## config.mk

```make
export PLATFORM = sky130hd
export DESIGN_NAME = regfile_wr_sched_flat
export DESIGN_NICKNAME = d
export VERILOG_FILES = /design/src/rtl/regfile_pkg.sv /design/src/rtl/regfile_wr_sched_if.sv /design/src/rtl/rr_arbiter.sv /design/src/rtl/regfile_wr_sched.sv /design/src/flat_wrapper.sv
export SDC_FILE = /design/constraint.sdc
export NUM_CORES = 1
export LEC_CHECK = 0
export CAP_MARGIN = 0
export CORE_MARGIN = 2
export CORE_UTILIZATION = 28
export CTS_BUF_LIST = sky130_fd_sc_hd__clkbuf_4 sky130_fd_sc_hd__clkbuf_8
export DETAILED_ROUTE_END_ITERATION = 6
export GPL_TIMING_DRIVEN = 0
export PLACE_DENSITY = 0.84
export RECOVER_POWER = 50
export SKIP_LAST_GASP = 1
export SLEW_MARGIN = 20
export SYNTH_ARGS = -nofsm -noshare
export SYNTH_HDL_FRONTEND = slang
export SYNTH_SLANG_ARGS = --single-unit
```

## constraint.sdc

```tcl
create_clock -name clk -period 1.3 [get_ports clk]
set_clock_uncertainty 0.05 [all_clocks]
set_input_delay 0.26 -clock clk [delete_from_list [all_inputs] [get_ports clk]]
set_output_delay 0.26 -clock clk [all_outputs]
set_load 0.01 [all_outputs]
```

## src/rtl/regfile_pkg.sv

```systemverilog
// Shared constants and state encoding for the register-file write scheduler.
package regfile_pkg;

  localparam int unsigned RF_DATA_WIDTH = 32;
  localparam int unsigned RF_ADDR_WIDTH = 5;
  localparam int unsigned RF_REG_DEPTH  = 32;
  localparam int unsigned RF_RD_DEPTH   = 2;

  // Writes to $zero are accepted but never reach the register file.
  localparam int unsigned ZERO_REG = 0;

  typedef enum logic {
    StInit = 1'b0,
    StRun  = 1'b1
  } state_e;

endpackage

```

## src/rtl/regfile_wr_sched_if.sv

```systemverilog
// Writeback request bus plus register-file write/read signals of the write scheduler.
interface regfile_wr_sched_if
  import regfile_pkg::*;
#(
  parameter int unsigned DATA_WIDTH = RF_DATA_WIDTH,
  parameter int unsigned ADDR_WIDTH = RF_ADDR_WIDTH,
  parameter int unsigned RD_DEPTH   = RF_RD_DEPTH,
  parameter int unsigned NUM_REQ    = 2
);

  logic [NUM_REQ-1:0]            req_valid;
  logic [NUM_REQ*ADDR_WIDTH-1:0] req_addr;
  logic [NUM_REQ*DATA_WIDTH-1:0] req_data;
  logic [NUM_REQ-1:0]            req_ready;

  logic                          wr;
  logic [ADDR_WIDTH-1:0]         rw;
  logic [DATA_WIDTH-1:0]         d;

  logic [RD_DEPTH*ADDR_WIDTH-1:0] rr;
  logic [RD_DEPTH*DATA_WIDTH-1:0] q_rf;
  logic [RD_DEPTH*DATA_WIDTH-1:0] q;

  // Writeback sources, register file and datapath side.
  modport master (
    output req_valid, req_addr, req_data, rr, q_rf,
    input  req_ready, wr, rw, d, q
  );

  // Scheduler side.
  modport slave (
    input  req_valid, req_addr, req_data, rr, q_rf,
    output req_ready, wr, rw, d, q
  );

endinterface

```

## src/rtl/rr_arbiter.sv

```systemverilog
// Round-robin grant over NUM_REQ valid lines; the pointer moves past each winner.
module rr_arbiter #(
  parameter int unsigned NUM_REQ = 2,
  localparam int unsigned IdxW = $clog2(NUM_REQ)
) (
  input  logic               clk,
  input  logic               rst,
  input  logic               en,
  input  logic [NUM_REQ-1:0] valid,
  output logic [NUM_REQ-1:0] grant,
  output logic [IdxW-1:0]    grant_idx,
  output logic               transfer
);

  logic [IdxW-1:0] ptr_q, ptr_d, idx;

  always_comb begin
    grant     = '0;
    grant_idx = '0;
    transfer  = 1'b0;
    idx       = '0;
    // Scan cyclically starting at the pointer; first valid wins.
    for (int unsigned k = 0; k < NUM_REQ; k++) begin
      idx = IdxW'((32'(ptr_q) + k) % NUM_REQ);
      if (en && !transfer && valid[idx]) begin
        grant[idx] = 1'b1;
        grant_idx  = idx;
        transfer   = 1'b1;
      end
    end
    ptr_d = transfer ? IdxW'((32'(grant_idx) + 32'd1) % NUM_REQ) : ptr_q;
  end

  always_ff @(posedge clk or negedge rst) begin
    if (!rst) begin
      ptr_q <= '0;
    end else begin
      ptr_q <= ptr_d;
    end
  end

endmodule

```

## src/rtl/regfile_wr_sched.sv

```systemverilog
// Register-file write-port scheduler: zero-fill after reset/clear, then round-robin writeback.
// Optional write-to-read bypass enabled by defining REGFILE_WR_BYPASS_EN.
module regfile_wr_sched
  import regfile_pkg::*;
#(
  parameter int unsigned DATA_WIDTH = RF_DATA_WIDTH,
  parameter int unsigned ADDR_WIDTH = RF_ADDR_WIDTH,
  parameter int unsigned REG_DEPTH  = RF_REG_DEPTH,
  parameter int unsigned RD_DEPTH   = RF_RD_DEPTH,
  parameter int unsigned NUM_REQ    = 2,
  localparam int unsigned IdxW = $clog2(NUM_REQ)
) (
  input  logic clk,
  input  logic rst,
  input  logic clear,
  input  logic stall,
  output logic init_done,
  regfile_wr_sched_if.slave bus
);

  localparam logic [ADDR_WIDTH-1:0] LastFill = ADDR_WIDTH'(REG_DEPTH - 1);
  localparam logic [ADDR_WIDTH-1:0] ZeroAddr = ADDR_WIDTH'(ZERO_REG);

  state_e                state_q, state_d;
  logic [ADDR_WIDTH-1:0] cnt_q, cnt_d;
  logic                  wr_q, wr_d;
  logic [ADDR_WIDTH-1:0] rw_q, rw_d;
  logic [DATA_WIDTH-1:0] d_q, d_d;

  logic                  arb_en;
  logic [NUM_REQ-1:0]    grant;
  logic [IdxW-1:0]       grant_idx;
  logic                  transfer;
  logic [ADDR_WIDTH-1:0] sel_addr;
  logic [DATA_WIDTH-1:0] sel_data;

  assign arb_en = (state_q == StRun) && !stall && !clear;

  rr_arbiter #(
    .NUM_REQ (NUM_REQ)
  ) u_arb (
    .clk       (clk),
    .rst       (rst),
    .en        (arb_en),
    .valid     (bus.req_valid),
    .grant     (grant),
    .grant_idx (grant_idx),
    .transfer  (transfer)
  );

  assign sel_addr = bus.req_addr[grant_idx*ADDR_WIDTH +: ADDR_WIDTH];
  assign sel_data = bus.req_data[grant_idx*DATA_WIDTH +: DATA_WIDTH];

  always_comb begin
    state_d = state_q;
    cnt_d   = cnt_q;
    wr_d    = 1'b0;
    rw_d    = rw_q;
    d_d     = d_q;
    unique case (state_q)
      StInit: begin
        wr_d = 1'b1;
        rw_d = cnt_q;
        d_d  = '0;
        if (cnt_q == LastFill) begin
          state_d = StRun;
          cnt_d   = '0;
        end else begin
          cnt_d = cnt_q + ADDR_WIDTH'(1);
        end
      end
      StRun: begin
        if (clear) begin
          state_d = StInit;
          cnt_d   = '0;
        end else if (transfer) begin
          wr_d = (sel_addr != ZeroAddr);
          rw_d = sel_addr;
          d_d  = sel_data;
        end
      end
      default: state_d = StInit;
    endcase
  end

  always_ff @(posedge clk or negedge rst) begin
    if (!rst) begin
      state_q <= StInit;
      cnt_q   <= '0;
      wr_q    <= 1'b0;
      rw_q    <= '0;
      d_q     <= '0;
    end else begin
      state_q <= state_d;
      cnt_q   <= cnt_d;
      wr_q    <= wr_d;
      rw_q    <= rw_d;
      d_q     <= d_d;
    end
  end

  assign bus.req_ready = grant;
  assign bus.wr        = wr_q;
  assign bus.rw        = rw_q;
  assign bus.d         = d_q;
  assign init_done     = (state_q == StRun);

`ifdef REGFILE_WR_BYPASS_EN
  // Forward the in-flight write to any read port addressing the same register.
  for (genvar p = 0; p < RD_DEPTH; p++) begin : g_byp
    logic [ADDR_WIDTH-1:0] rd_addr;
    assign rd_addr = bus.rr[p*ADDR_WIDTH +: ADDR_WIDTH];
    assign bus.q[p*DATA_WIDTH +: DATA_WIDTH] =
        (wr_q && (rd_addr == rw_q) && (rd_addr != ZeroAddr)) ?
        d_q : bus.q_rf[p*DATA_WIDTH +: DATA_WIDTH];
  end
`else
  assign bus.q = bus.q_rf;
`endif

endmodule

```

## src/flat_wrapper.sv

```systemverilog
// flat-port wrapper written by rule: the top's interface ports become plain ports
module regfile_wr_sched_flat import regfile_pkg::*;
#(
  parameter int unsigned DATA_WIDTH = RF_DATA_WIDTH,
  parameter int unsigned ADDR_WIDTH = RF_ADDR_WIDTH,
  parameter int unsigned REG_DEPTH  = RF_REG_DEPTH,
  parameter int unsigned RD_DEPTH   = RF_RD_DEPTH,
  parameter int unsigned NUM_REQ    = 2,
  localparam int unsigned IdxW = $clog2(NUM_REQ)
)
  (clk, rst, clear, stall, init_done, bus_req_valid, bus_req_addr, bus_req_data, bus_rr, bus_q_rf, bus_req_ready, bus_wr, bus_rw, bus_d, bus_q);
  regfile_wr_sched_if #(.DATA_WIDTH(DATA_WIDTH), .ADDR_WIDTH(ADDR_WIDTH), .RD_DEPTH(RD_DEPTH), .NUM_REQ(NUM_REQ)) bus_i ();
  input  logic clk;
  input  logic rst;
  input  logic clear;
  input  logic stall;
  output logic init_done;
  input wire logic [$bits(bus_i.req_valid)-1:0] bus_req_valid;
  input wire logic [$bits(bus_i.req_addr)-1:0] bus_req_addr;
  input wire logic [$bits(bus_i.req_data)-1:0] bus_req_data;
  input wire logic [$bits(bus_i.rr)-1:0] bus_rr;
  input wire logic [$bits(bus_i.q_rf)-1:0] bus_q_rf;
  output wire logic [$bits(bus_i.req_ready)-1:0] bus_req_ready;
  output wire logic [$bits(bus_i.wr)-1:0] bus_wr;
  output wire logic [$bits(bus_i.rw)-1:0] bus_rw;
  output wire logic [$bits(bus_i.d)-1:0] bus_d;
  output wire logic [$bits(bus_i.q)-1:0] bus_q;
  assign bus_i.req_valid = bus_req_valid;
  assign bus_i.req_addr = bus_req_addr;
  assign bus_i.req_data = bus_req_data;
  assign bus_i.rr = bus_rr;
  assign bus_i.q_rf = bus_q_rf;
  assign bus_req_ready = bus_i.req_ready;
  assign bus_wr = bus_i.wr;
  assign bus_rw = bus_i.rw;
  assign bus_d = bus_i.d;
  assign bus_q = bus_i.q;
  regfile_wr_sched #(.DATA_WIDTH(DATA_WIDTH), .ADDR_WIDTH(ADDR_WIDTH), .REG_DEPTH(REG_DEPTH), .RD_DEPTH(RD_DEPTH), .NUM_REQ(NUM_REQ)) u_core (.clk(clk), .rst(rst), .clear(clear), .stall(stall), .init_done(init_done), .bus(bus_i));
endmodule
```

[After elaboration in Yosys (flattened, before gate mapping)]
Cells that the tools add are included.
Storage, ports and cells
  bits in registers: 45
  latch bits: 0
  RAM bits: 0
  ROM bits: 0
  input bits: 154
  output and inout bits: 105
  logic and storage cells: 63
  memories kept: 0
Cells by class
  $add $sub $neg: 3
  multiply operators: 1
  divide/modulo/power cells: 0
  $lt $le $gt $ge: 4
  equal/unequal tests: 4
  shift operators: 2
  muxes and demuxes: 29
  bitwise gates (word level): 2
  reduce and logical (&&, ||, !) cells: 12
Operator list (count)
  $mux W32: 2
  $pmux W32 S2: 1
  $shiftx A64 B7 Y32: 1
  $mux W5: 4
  $pmux W5 S2: 2
  $mux W1: 14
  $shiftx A10 B5 Y5: 1
  $logic_and A1 B1 Y1: 7
  $ne A2 B2 Y1 const B: 3
  $add A5 B1 Y5 const B: 1
  $eq A5 B5 Y1 const B: 1
  $reduce_bool A5 Y1: 1
  $lt A1 B2 Y1 const B: 2
  $mul A1 B3 Y4 const B: 1
  $mux W2: 2
  $pmux W1 S2: 2
  $logic_not A1 Y1: 3
  $add A1 B1 Y1 const B: 2
  $demux W1 S1: 2
  $ge A1 B1 Y1 const B: 2
  $or A2 B2 Y2: 1
  $reduce_and A2 Y1: 1
  $not A1 Y1: 1

[Longest topological paths before layout]
  depth after elaboration: 15
  depth in mapped cells: 7
  depth with buffers taken out: 6

[By module]
Synthesis repeated with hierarchy kept, for this count alone.
Unflattened totals
  cell total of the unflattened synthesis: 239
  area, all modules: 2703.8 µm²
By module, submodules not included
  regfile_wr_sched: times used 1, cells an instance 229, area each 2630.0 µm², seq. area each 1101.1 µm²
  rr_arbiter: times used 1, cells an instance 10, area each 73.8 µm², seq. area each 25.0 µm²

[Worst setup path after synthesis]
Ideal clock, no wire load.
  path kind: reg2reg
  from: reg u_core.state_q, in the netlist u_core.init_done
  to: reg u_core.rw_q[3], in the netlist u_core.bus.rw[3]
  data arrival time: 1.297 ns
  required time: 1.108 ns
  slack: -0.189 ns
  cell stages (with the launch flop): 7
  buffers on the path: 2
  cells stage by stage: dfrtp_1 -> nor3b_4 -> o21ai_1 -> buf_2 -> buf_2 -> nand3_1 -> o221ai_1
On the way
  cells in the longest elaborated chain, start to end: 13
  elaborated cells between the ends (all ways): 19
RTL lines
  from (decl): RTL line regfile_wr_sched.sv:24  | state_e state_q, state_d;
  from (signal assigned): RTL line regfile_wr_sched.sv:88  | state_q <= StInit;
  from (signal assigned): RTL line regfile_wr_sched.sv:94  | state_q <= state_d;
  $logic_and A1 B1 Y1 (2 in a row): RTL line regfile_wr_sched.sv:37  | assign arb_en = (state_q == StRun) && !stall && !clear;
  $logic_and A1 B1 Y1: RTL line rr_arbiter.sv:25  | if (en && !transfer && valid[idx]) begin
  $mux W1: RTL line rr_arbiter.sv:25
  $logic_not A1 Y1: RTL line rr_arbiter.sv:25
  $logic_and A1 B1 Y1 (2 in a row): RTL line rr_arbiter.sv:25
  $mux W1: RTL line rr_arbiter.sv:25
  $mul A1 B3 Y4: RTL line regfile_wr_sched.sv:51  | assign sel_addr = bus.req_addr[grant_idx*ADDR_WIDTH +: ADDR_WIDTH];
  $shiftx A10 B5 Y5: RTL line regfile_wr_sched.sv:51
  $mux W5: RTL line regfile_wr_sched.sv:76  | end else if (transfer) begin
  $mux W5: RTL line regfile_wr_sched.sv:73  | if (clear) begin
  $pmux W5 S2: RTL line regfile_wr_sched.sv:60  | unique case (state_q)
  to (signal assigned): RTL line regfile_wr_sched.sv:97  | rw_q <= rw_d;
  to (decl): RTL line regfile_wr_sched.sv:27  | logic [ADDR_WIDTH-1:0] rw_q, rw_d;
Several ways; a longest one is shown, not always the timed one. The select of a mux whose other input is x is not followed.
A chain may end at the register's enable or synchronous reset.

[Worst setup path after layout]
  from: reg u_core.state_q, in the netlist u_core.init_done
  to: out bus_req_ready[0]
On the way
  cells in the longest elaborated chain, start to end: 8
  elaborated cells between the ends (all ways): 10
RTL lines
  $logic_and A1 B1 Y1 * (2 in a row): RTL line regfile_wr_sched.sv:37
  $logic_and A1 B1 Y1: RTL line rr_arbiter.sv:25
  $mux W1: RTL line rr_arbiter.sv:25
  $logic_not A1 Y1: RTL line rr_arbiter.sv:25
  $logic_and A1 B1 Y1 (2 in a row): RTL line rr_arbiter.sv:25
  $mux W2 *: RTL line rr_arbiter.sv:25
  to (decl): RTL line flat_wrapper.sv:23  | output wire logic [$bits(bus_i.req_ready)-1:0] bus_req_ready;
Every way passes the cells marked *; elsewhere a longest branch is shown, timed or not.

==> results_dict.tcl <==
set metrics [dict create \
    outcome "finished with violations" \
    violations "negative setup slack" \
    arrival_ns 1.30 \
    gp_congestion 0.832 \
    worstMarginPinSlew_ns 0.603 \
    die_y_um 103 \
    clock-root-buffer "clkbuf_8" \
    synth_xor_area_share_pct 0.639 \
    seq_area_um2 1130 \
    cts_tree "built" \
    power.density_nw_per_um2 975 \
    rows 36 \
    ys.flop_type "dfrtp_1" \
    vias 2900 \
    path_max_fanout 3 \
    final_core_util_pct 54.1 \
    rsz0062_at_grt "true" \
    yosys.area_share.simple_pct 11.1 \
    post_drt_wl_per_cell_um 15.1 \
    yosysUniqueCellTypes 35 \
    clock_sinks 45 \
    drive_gt1_share_pct 28.5 \
    fin_tns_setup_ns -9.21 \
    hold_class "in -> reg" \
    setup_viol 45 \
    syn_inst 281 \
    ant_nets 0 \
    final_cells 625 \
    num_io_pins 259 \
    drv_slew 0 \
    grt_pass1_vias 2781 \
    synth_edf_count 0 \
    synth_mux_area_share_pct 13.3 \
    wirelength_um 9470 \
    avgSynthCellArea_um2 9.76 \
    max_freq_mhz 621 \
    maxSlewHeadroom_pct 59.8 \
    multi_input_area_um2 1160 \
    whs_ns 0.160 \
    clk_path_buf_depth 2 \
    syn_to_final_growth_pct 90.2 \
    worst-setup-path-type "reg -> out" \
    drc_errors 0 \
    grt_use_total_pct 15.6 \
    fp.dieW_um 103 \
    avgViaCountPerCell 4.64 \
    p_total_uw 5090 \
    antenna_cells 0 \
    synth_adder_area_share_pct 0.913 \
    fillCellCount 863 \
    synth_area_um2 2740 \
    timing.final.ws_setup_ns -0.310 \
    fin_crit_sh_pct 124 \
    drt_iter0_markers 102 \
    period_needed_ns 1.61 \
    floorplan.initialDensity_pct 28.4 \
    ys_top_cells_by_area "dfrtp_1 41%, buf_4 18%, mux2i_1 13%" \
    synth.most_common_cell "buf_4" \
    synth_top_area_share_pct 41.1 \
    hpwlAfterDp_um 7280 \
    port_buffers 182 \
    clk_pin_slew_ns 0.09 \
    synthArstFlopShare_pct 100 \
    firstDrtPassIters 4 \
    antenna_found_initial 0 \
    hold_viol 0 \
    p_leak_uw 0.00244 \
    ys_seq_area_share_pct 41.1 \
    syn_nets 437 \
    maxCapViolations 0 \
    grt_max_degree 25 \
    fin_nets 647 \
    worstSetupEndpointType "output port" \
    cts-buffers-inserted 5 \
    grt_pass1_wl_um 12900 \
    synth_compound_area_share_pct 11.3 \
    netlist_top_cells_count "64 x buf_4, 45 x dfrtp_1, 38 x nand3_1" \
    design.die.area_um2 10600 \
    gr-total-overflow 0 \
    synth_top_family_by_area "buffers and inverters" \
    yosys.area.top_type "dfrtp_1" \
    cts_max_level 2 \
    startpoint_type "flop" \
    worstSkewPairLatency_ns 0.29 \
    coreArea_um2 9640 \
    yosysWarnings 0 \
    dp.cells 597 \
    synth-seq-cells 45 \
    ir_drop_uv 444 \
    cp.required_ns 0.99 \
]
## layout make-up
type,instances,share of cell area [%]
timing repair buffer,203,38.1
multi-input combinational,147,22.2
sequential,45,21.6
buffer,82,12.4
tap,133,3.19
clock buffer,7,1.85
inverter,7,0.504
clock inverter,1,0.0960
## state kept, by name (all words and copies together) (netlist names)
register and cells:
u_core.bus.rw 5, u_core.bus.wr 1, u_core.bus.d 32, u_core.u_arb.ptr_q 1
u_core.cnt_q 5, u_core.init_done 1
## metrics by stage
step	setup slack (ns)	area [um2]
2_1_floorplan	-0.152	2800
3_3_place_gp	-1.26	4780
3_5_place_dp	-0.873	4810
4_1_cts	-0.298	5060
5_1_grt	-0.374	5210
6_report	-0.310	5210
## layer usage
metal	routed length (um)	global-route usage [%]	up-vias
met1	3110	15.5	1356
met3	867	3.86	23
met4	220	5.87	0
met2	5270	31.0	181
li1	-	-	1340
met5	0	0	-
## what timing repair did
item / in CTS / in global routing
endpoints found under the setup margin: 84 / 75
gates resized for setup: 82 / 48
endpoints found under the hold margin: 23 / 0
pin swaps: 3 / 2
setup buffers: 13 / 6
hold buffers: 1 / 0
## final timing paths
| check | from | to | slack (ns) | cells past startpoint |
|---|---|---|---|---|
| setup / recovery | u_core.init_done$_DFF_PN0_ | bus_req_ready[0] | -0.31 | 4 |
| hold / removal | clear | u_core.init_done$_DFF_PN0_ | 0.16 | 2 |
| setup reg to reg | u_core.init_done$_DFF_PN0_ | u_core.bus.wr$_DFF_PN0_ | -0.29 | 6 |
| hold reg to reg | u_core.bus.d[18]$_DFFE_PN0P_ | u_core.bus.d[18]$_DFFE_PN0P_ | 0.47 | 2 |
| max in group asynchronous | rst | u_core.bus.d[6]$_DFFE_PN0P_ | 0.14 | 3 |
| min in group asynchronous | rst | u_core.bus.d[25]$_DFFE_PN0P_ | 0.45 | 2 |
## logic make-up (layout without fill, tap and decap cells)
family / after synthesis / count (layout)
buffers and inverters: 89 / 300
multiplexers: 36 / 36
adder cells (fa/ha/maj): 2 / 2
AO/OA/AOI/OAI: 51 / 51
AND/OR/NAND/NOR: 56 / 56
XOR/XNOR: 2 / 2
flip-flops: 45 / 45
## worst max-delay path: stages, from the launching register on
cell and delay (ns):
dfrtp_1 0.36, nor3b_4 0.22, buf_6 0.14, and3_4 0.18, buf_6 0.10
## cells in the final DEF (no fill, tap or decap), types with 2 or more instances in the layout
cell,n
nand3_2,3
dlygate4sd3_1,25
o221ai_1,3
inv_1,6
buf_2,2
nand2_1,5
o21ai_0,21
o21a_1,2
clkbuf_2,4
clkdlybuf4s50_1,115
clkbuf_8,8
dfrtp_1,45
nand3_1,35
buf_6,15
and3_4,2
mux2i_1,33
dlygate4sd2_1,11
nor4_1,2
o21ai_1,12
buf_4,80
clkdlybuf4s15_1,27
clkbuf_4,2
o31ai_1,2
## power breakdown
part / total [uW] / internal, uW / switching (uW)
clock network: 956 / 481 / 475
logic: 2360 / 1330 / 1030
registers: 1770 / 1610 / 160
Power figures use the tool's default switching activity.
